**src/rtl/instr_encoder.sv**
```systemverilog
// RV32I field-level request encoder feeding a small issue FIFO toward the decode controller.
// Optional legality screening is enabled by defining INSTR_ENC_LEGAL_CHECK_EN.
module instr_encoder #(
   parameter int DEPTH = 4
) (
   input  logic                     clk,
   input  logic                     reset,
   input  logic                     req_valid,
   output logic                     req_ready,
   input  logic [2:0]               req_type,
   input  logic [2:0]               req_func3,
   input  logic                     req_alt,
   input  logic [4:0]               req_rd,
   input  logic [4:0]               req_rs1,
   input  logic [4:0]               req_rs2,
   input  logic [31:0]              req_imm,
   output logic [31:0]              instruction,
   output logic                     instr_valid,
   input  logic                     instr_ready,
   output logic                     err,
   output logic [$clog2(DEPTH):0]   count
);

   localparam int PW = $clog2(DEPTH);
   localparam logic [PW:0] FULL_CNT = (PW+1)'(DEPTH);

   localparam logic [6:0] OP_R = 7'b0110011;
   localparam logic [6:0] OP_I = 7'b0010011;
   localparam logic [6:0] OP_L = 7'b0000011;
   localparam logic [6:0] OP_S = 7'b0100011;
   localparam logic [6:0] OP_B = 7'b1100011;
   localparam logic [6:0] OP_U = 7'b0110111;
   localparam logic [6:0] OP_J = 7'b1101111;
   localparam logic [31:0] NOP = 32'h0000_0013;

   function automatic logic [31:0] encode(
      input logic [2:0]  t,
      input logic [2:0]  f3,
      input logic        alt,
      input logic [4:0]  rd,
      input logic [4:0]  rs1,
      input logic [4:0]  rs2,
      input logic [31:0] imm
   );
      logic [6:0]  f7;
      logic [31:0] w;
      f7 = alt ? 7'b0100000 : 7'b0000000;
      case (t)
         3'd0: w = {f7, rs2, rs1, f3, rd, OP_R};
         3'd1: begin
            // Shift-immediates carry func7 in the upper immediate bits.
            if (f3 == 3'b001 || f3 == 3'b101)
               w = {f7, imm[4:0], rs1, f3, rd, OP_I};
            else
               w = {imm[11:0], rs1, f3, rd, OP_I};
         end
         3'd2: w = {imm[11:0], rs1, f3, rd, OP_L};
         3'd3: w = {imm[11:5], rs2, rs1, f3, imm[4:0], OP_S};
         3'd4: w = {imm[12], imm[10:5], rs2, rs1, f3, imm[4:1], imm[11], OP_B};
         3'd5: w = {imm[31:12], rd, OP_U};
         3'd6: w = {imm[20], imm[10:1], imm[11], imm[19:12], rd, OP_J};
         default: w = NOP;
      endcase
      return w;
   endfunction

   logic [31:0]  mem_q [DEPTH];
   logic [PW-1:0] wr_q, wr_d, rd_q, rd_d;
   logic [PW:0]  count_q, count_d;
   logic         accept, push, pop, illegal;
   logic [31:0]  word;

`ifdef INSTR_ENC_LEGAL_CHECK_EN
   function automatic logic is_illegal(
      input logic [2:0]  t,
      input logic [2:0]  f3,
      input logic        alt,
      input logic [31:0] imm
   );
      logic sext12, sext13, sext21, shift, bad;
      sext12 = (&imm[31:11]) || !(|imm[31:11]);
      sext13 = (&imm[31:12]) || !(|imm[31:12]);
      sext21 = (&imm[31:20]) || !(|imm[31:20]);
      shift  = (f3 == 3'b001) || (f3 == 3'b101);
      case (t)
         3'd0: bad = alt && !(f3 == 3'b000 || f3 == 3'b101);
         3'd1: bad = shift ? (imm[31:5] != 27'd0) : !sext12;
         3'd2: bad = (f3 == 3'd3) || (f3 == 3'd6) || (f3 == 3'd7) || !sext12;
         3'd3: bad = (f3 > 3'd2) || !sext12;
         3'd4: bad = (f3 == 3'd2) || (f3 == 3'd3) || imm[0] || !sext13;
         3'd5: bad = 1'b0;
         3'd6: bad = imm[0] || !sext21;
         default: bad = 1'b1;
      endcase
      return bad;
   endfunction

   logic err_q, err_d;

   assign illegal = is_illegal(req_type, req_func3, req_alt, req_imm);
   assign err_d   = accept && illegal;
   assign err     = err_q;

   always_ff @(posedge clk) begin
      if (reset) err_q <= 1'b0;
      else       err_q <= err_d;
   end
`else
   assign illegal = 1'b0;
   assign err     = 1'b0;
`endif

   assign word        = encode(req_type, req_func3, req_alt, req_rd, req_rs1, req_rs2, req_imm);
   assign req_ready   = !reset && (count_q != FULL_CNT);
   assign instr_valid = (count_q != '0);
   assign accept      = req_valid && req_ready;
   assign push        = accept && !illegal;
   assign pop         = instr_valid && instr_ready;
   assign instruction = instr_valid ? mem_q[rd_q] : 32'd0;
   assign count       = count_q;

   always_comb begin
      wr_d    = push ? wr_q + PW'(1) : wr_q;
      rd_d    = pop  ? rd_q + PW'(1) : rd_q;
      count_d = count_q;
      case ({push, pop})
         2'b10:   count_d = count_q + (PW+1)'(1);
         2'b01:   count_d = count_q - (PW+1)'(1);
         default: count_d = count_q;
      endcase
   end

   always_ff @(posedge clk) begin
      if (reset) begin
         wr_q    <= '0;
         rd_q    <= '0;
         count_q <= '0;
      end else begin
         wr_q    <= wr_d;
         rd_q    <= rd_d;
         count_q <= count_d;
      end
   end

   // Storage holds data only; validity comes from count_q, so no reset needed.
   always_ff @(posedge clk) begin
      if (push) mem_q[wr_q] <= word;
   end

endmodule

```
**config.mk**
```make
export PLATFORM = sky130hd
export DESIGN_NAME = instr_encoder
export DESIGN_NICKNAME = d
export VERILOG_FILES = /design/src/rtl/instr_encoder.sv
export SDC_FILE = /design/constraint.sdc
export NUM_CORES = 1
export LEC_CHECK = 0
export ABC_AREA = 1
export BUFFER_PORTS_ARGS = -buffer_cell sky130_fd_sc_hd__buf_2
export CORE_MARGIN = 2
export CORE_UTILIZATION = 50
export DETAILED_ROUTE_END_ITERATION = 10
export GPL_TIMING_DRIVEN = 0
export PLACE_DENSITY = 0.73
export RECOVER_POWER = 100
export SETUP_SLACK_MARGIN = 0.02
export SYNTH_ARGS = -nofsm -noshare
export SYNTH_HDL_FRONTEND = slang
export SYNTH_SLANG_ARGS = --single-unit
```
**constraint.sdc**
```tcl
create_clock -name clk -period 2.2 [get_ports clk]
set_input_delay 0.11 -clock clk [delete_from_list [all_inputs] [get_ports clk]]
set_output_delay 0.11 -clock clk [all_outputs]
set_load 0.01 [all_outputs]
```
==> run summary <==
sequential share of the synthesized area: 65.6%
via count: 4402
Syn Area/Cell: 10.4 um2
top cell type's share of synthesized area: 62.5%
Area growth syn-to-layout: 22.1%
Top FF cell, synth: edfxtp_1
Slew Limit Fails: 0
post-synthesis mux area share: 0%
Startpoint Class: register
die height: 111 um
CTS buffer count: 17
Initial DRT Pass Iterations: 5
status: completed
fraction of layout cells with a size suffix above 1: 21.0%
I/O pins: 96
Post-Synth Adder-Cell Area: 1.43%
DRC Markers: 0
RSZ-0062 raised after global routing: false
Worst setup EP type: output pin
Max Clk Rate: 502 MHz
Root Buffer: clkbuf_16
Compound-Gate Fraction of Synth Area: 9.64%
Die Wd: 111 um
largest area contributor in the netlist: edfxtp_1
fin crit period: 1.99 ns
GR Layer Usage met3: 4.03%
Clock Latency Late Sink: 0.41 ns
initial antenna violation count: 0
final period utilization: 90.5%
drt total wl: 14000 um
Yosys warnings: 0
Iteration-0 DRC Markers: 369
maximum vdd drop: 0.000687 V
top cells by area, synth: edfxtp_1 63%, nor2_1 8.7%, o21ai_1 5.4%
routability congestion estimate: 0.854
grt peak-use layer: met2
post-detail-place hpwl: 9110 um
number of port buffers: 91
number of H-tree levels: 4
Pleak: 0.00273 uW
arrival time at the worst endpoint: 1.88 ns
flop and latch count out of synthesis: 129
full die area: 12400 um2
clk buf depth: 2
Worst Clk Skew: 0.00554 ns
Distinct cells, synth: 28
Setup Viol. Count Final: 0
Post-Synth XOR/XNOR Area: 0%
crit path max fanout: 10
Core Rows: 39
Post-synth ARST share: 0%
met2 Usage GRT: 38.3%
worst hold path class: in2reg
critical path class: reg2out
setup TNS: 0 ns
Post-Syn Instances: 555
post-DR vias/cell: 5.32
number of global-route vias before repair: 4378
Post-Layout Cell Count: 828
largest family of logic cells by synthesized area: simple AND/OR/NAND/NOR gates
Slew HR: 57.7%
Cell Pwr Density: 1130 nW/um2
core area: 11300 um2
post-synthesis simple-gate area fraction: 18.0%
Worst-Margin Slew: 0.632 ns
GR Overflow Total: 0
Critical Path RT: 2.09 ns
post-route ant nets: 0
Post-DP Area: 6520 um2
Finished Core Util: 62.2%
ant diodes: 0
clock sink count: 129
Worst-path clk slew: 0.06 ns
# fillers: 942
Post-CTS Setup Bufs: 0
number of max-cap violations: 0
first-pass GRT wire length: 21700 um
drt wl/cell: 16.9 um
Cells after DPL: 793
Post-Synthesis Cell Area: 5770 um2
met1 usage: 30.0%
nets: 736
CTS tree: built
Post-Syn Nets: 619
GRT Total Usage: 22.9%
number of synthesized flops with an enable pin: 120
count of final hold-check violations: 0
Final Cell Area: 7040 um2
initial core utilization: 50.9%
largest net degree at the start of global routing: 27
-- worst max-delay path, cell delays in order (launching register included) --
cell	delay (ns)
dfxtp_1	0.33
buf_2	0.21
buf_2	0.27
nor2_1	0.08
nor2_1	0.09
o21ai_1	0.09
a21oi_1	0.23
clkbuf_1	0.18
-- flip-flops by register name, summed over array words and instances, names as in the netlist, named ones only --
name / flops
mem_q: 120
count: 3
rd_q: 2
wr_q: 2
-- per-stage QoR --
stage	power (uW)	hold WS, ns	setup WS, ns
final	7990	0.0448	0.208
after CTS	8100	0.0371	0.135
after global placement	5260	0.321	-1.25
after detailed placement	5360	0.321	0.0237
after global routing	8360	0.0581	0.0622
after floorplan	4400	0.188	-0.257
-- synth_stat cells, types with 2 or more instances --
master / instances
inv_1: 19
buf_6: 4
o21ai_0: 10
a21oi_1: 34
buf_4: 7
nor2_1: 133
nand2_2: 8
nand2_1: 77
nor2_4: 2
ha_1: 5
nand4_1: 3
o21ai_1: 62
nor2_2: 2
nand3_1: 24
inv_2: 6
edfxtp_1: 120
dfxtp_1: 9
buf_2: 14
clkbuf_1: 5
inv_4: 3
-- power breakdown --
part           leakage [uW]  internal, uW  switching (uW)  total, uW
combinational       0.00128           744            1580       2320
clock              0.000276          1680            1060       2740
sequential          0.00117          2860            62.3       2930
-- kinds of logic (layout without fill, tap and decap cells) --
| group | Yosys count | count (layout) |
|---|---|---|
| adders and majority gates | 6 | 6 |
| and+or+nand+nor | 252 | 252 |
| DFF | 129 | 129 |
| AOI/OAI and AO/OA | 108 | 108 |
| buffers and inverters | 59 | 189 |
| other | 1 | 1 |
-- layout by cell type, fill, tap and decap left out, types with 2 or more instances in the layout --
cell type	n
nor2_1	134
edfxtp_1	120
nand2_1	78
buf_2	75
o21ai_1	57
clkbuf_1	36
a21oi_1	34
nand3_1	23
inv_1	20
clkbuf_16	17
o21ai_0	15
dfxtp_1	9
nand2_2	8
inv_2	5
ha_1	5
buf_4	4
clkinvlp_4	4
clkinv_4	4
buf_6	3
nand4_1	3
clkbuf_4	3
inv_6	3
dlygate4sd3_1	3
buf_12	3
clkinvlp_2	2
nor2_4	2
clkbuf_2	2
bufinv_16	2
clkinv_2	2
-- worst paths after layout --
check / start / to / slack (ns) / cells past startpoint
max: register / instruction[22] / 0.21 / 7
min: req_imm[29] / mem_q[0][29] / 0.04 / 3
max reg2reg: count[2] / count[2] / 0.24 / 13
min reg2reg: wr_q[1] / wr_q[1] / 0.51 / 2
-- what timing repair did --
action / CTS / global route
endpoints found under the hold margin: 3 / 0
hold buffers: 3 / 0
pin swaps: 0 / 0
resized for setup: 1 / 3
cloned: 0 / 0
setup endpoints to repair: 1 / 1
-- per-layer routing --
layer | share of wire, % | wire (um)
met1 | 41 | 5680
met2 | 49 | 6880
met3 | 8.3 | 1160
met4 | 1.7 | 233
met5 | 0 | 0
-- final cells by class --
type	count	area (um2)	area share [%]
inverter	28	110	1.56
clock inverter	15	161	2.29
tap	143	179	2.54
multi-input combinational	367	1680	23.9
timing repair buffer	98	519	7.38
sequential	129	3780	53.8
clock buffer	17	425	6.04
buffer	31	178	2.52
Note: power is estimated with default switching activity, not from simulation.
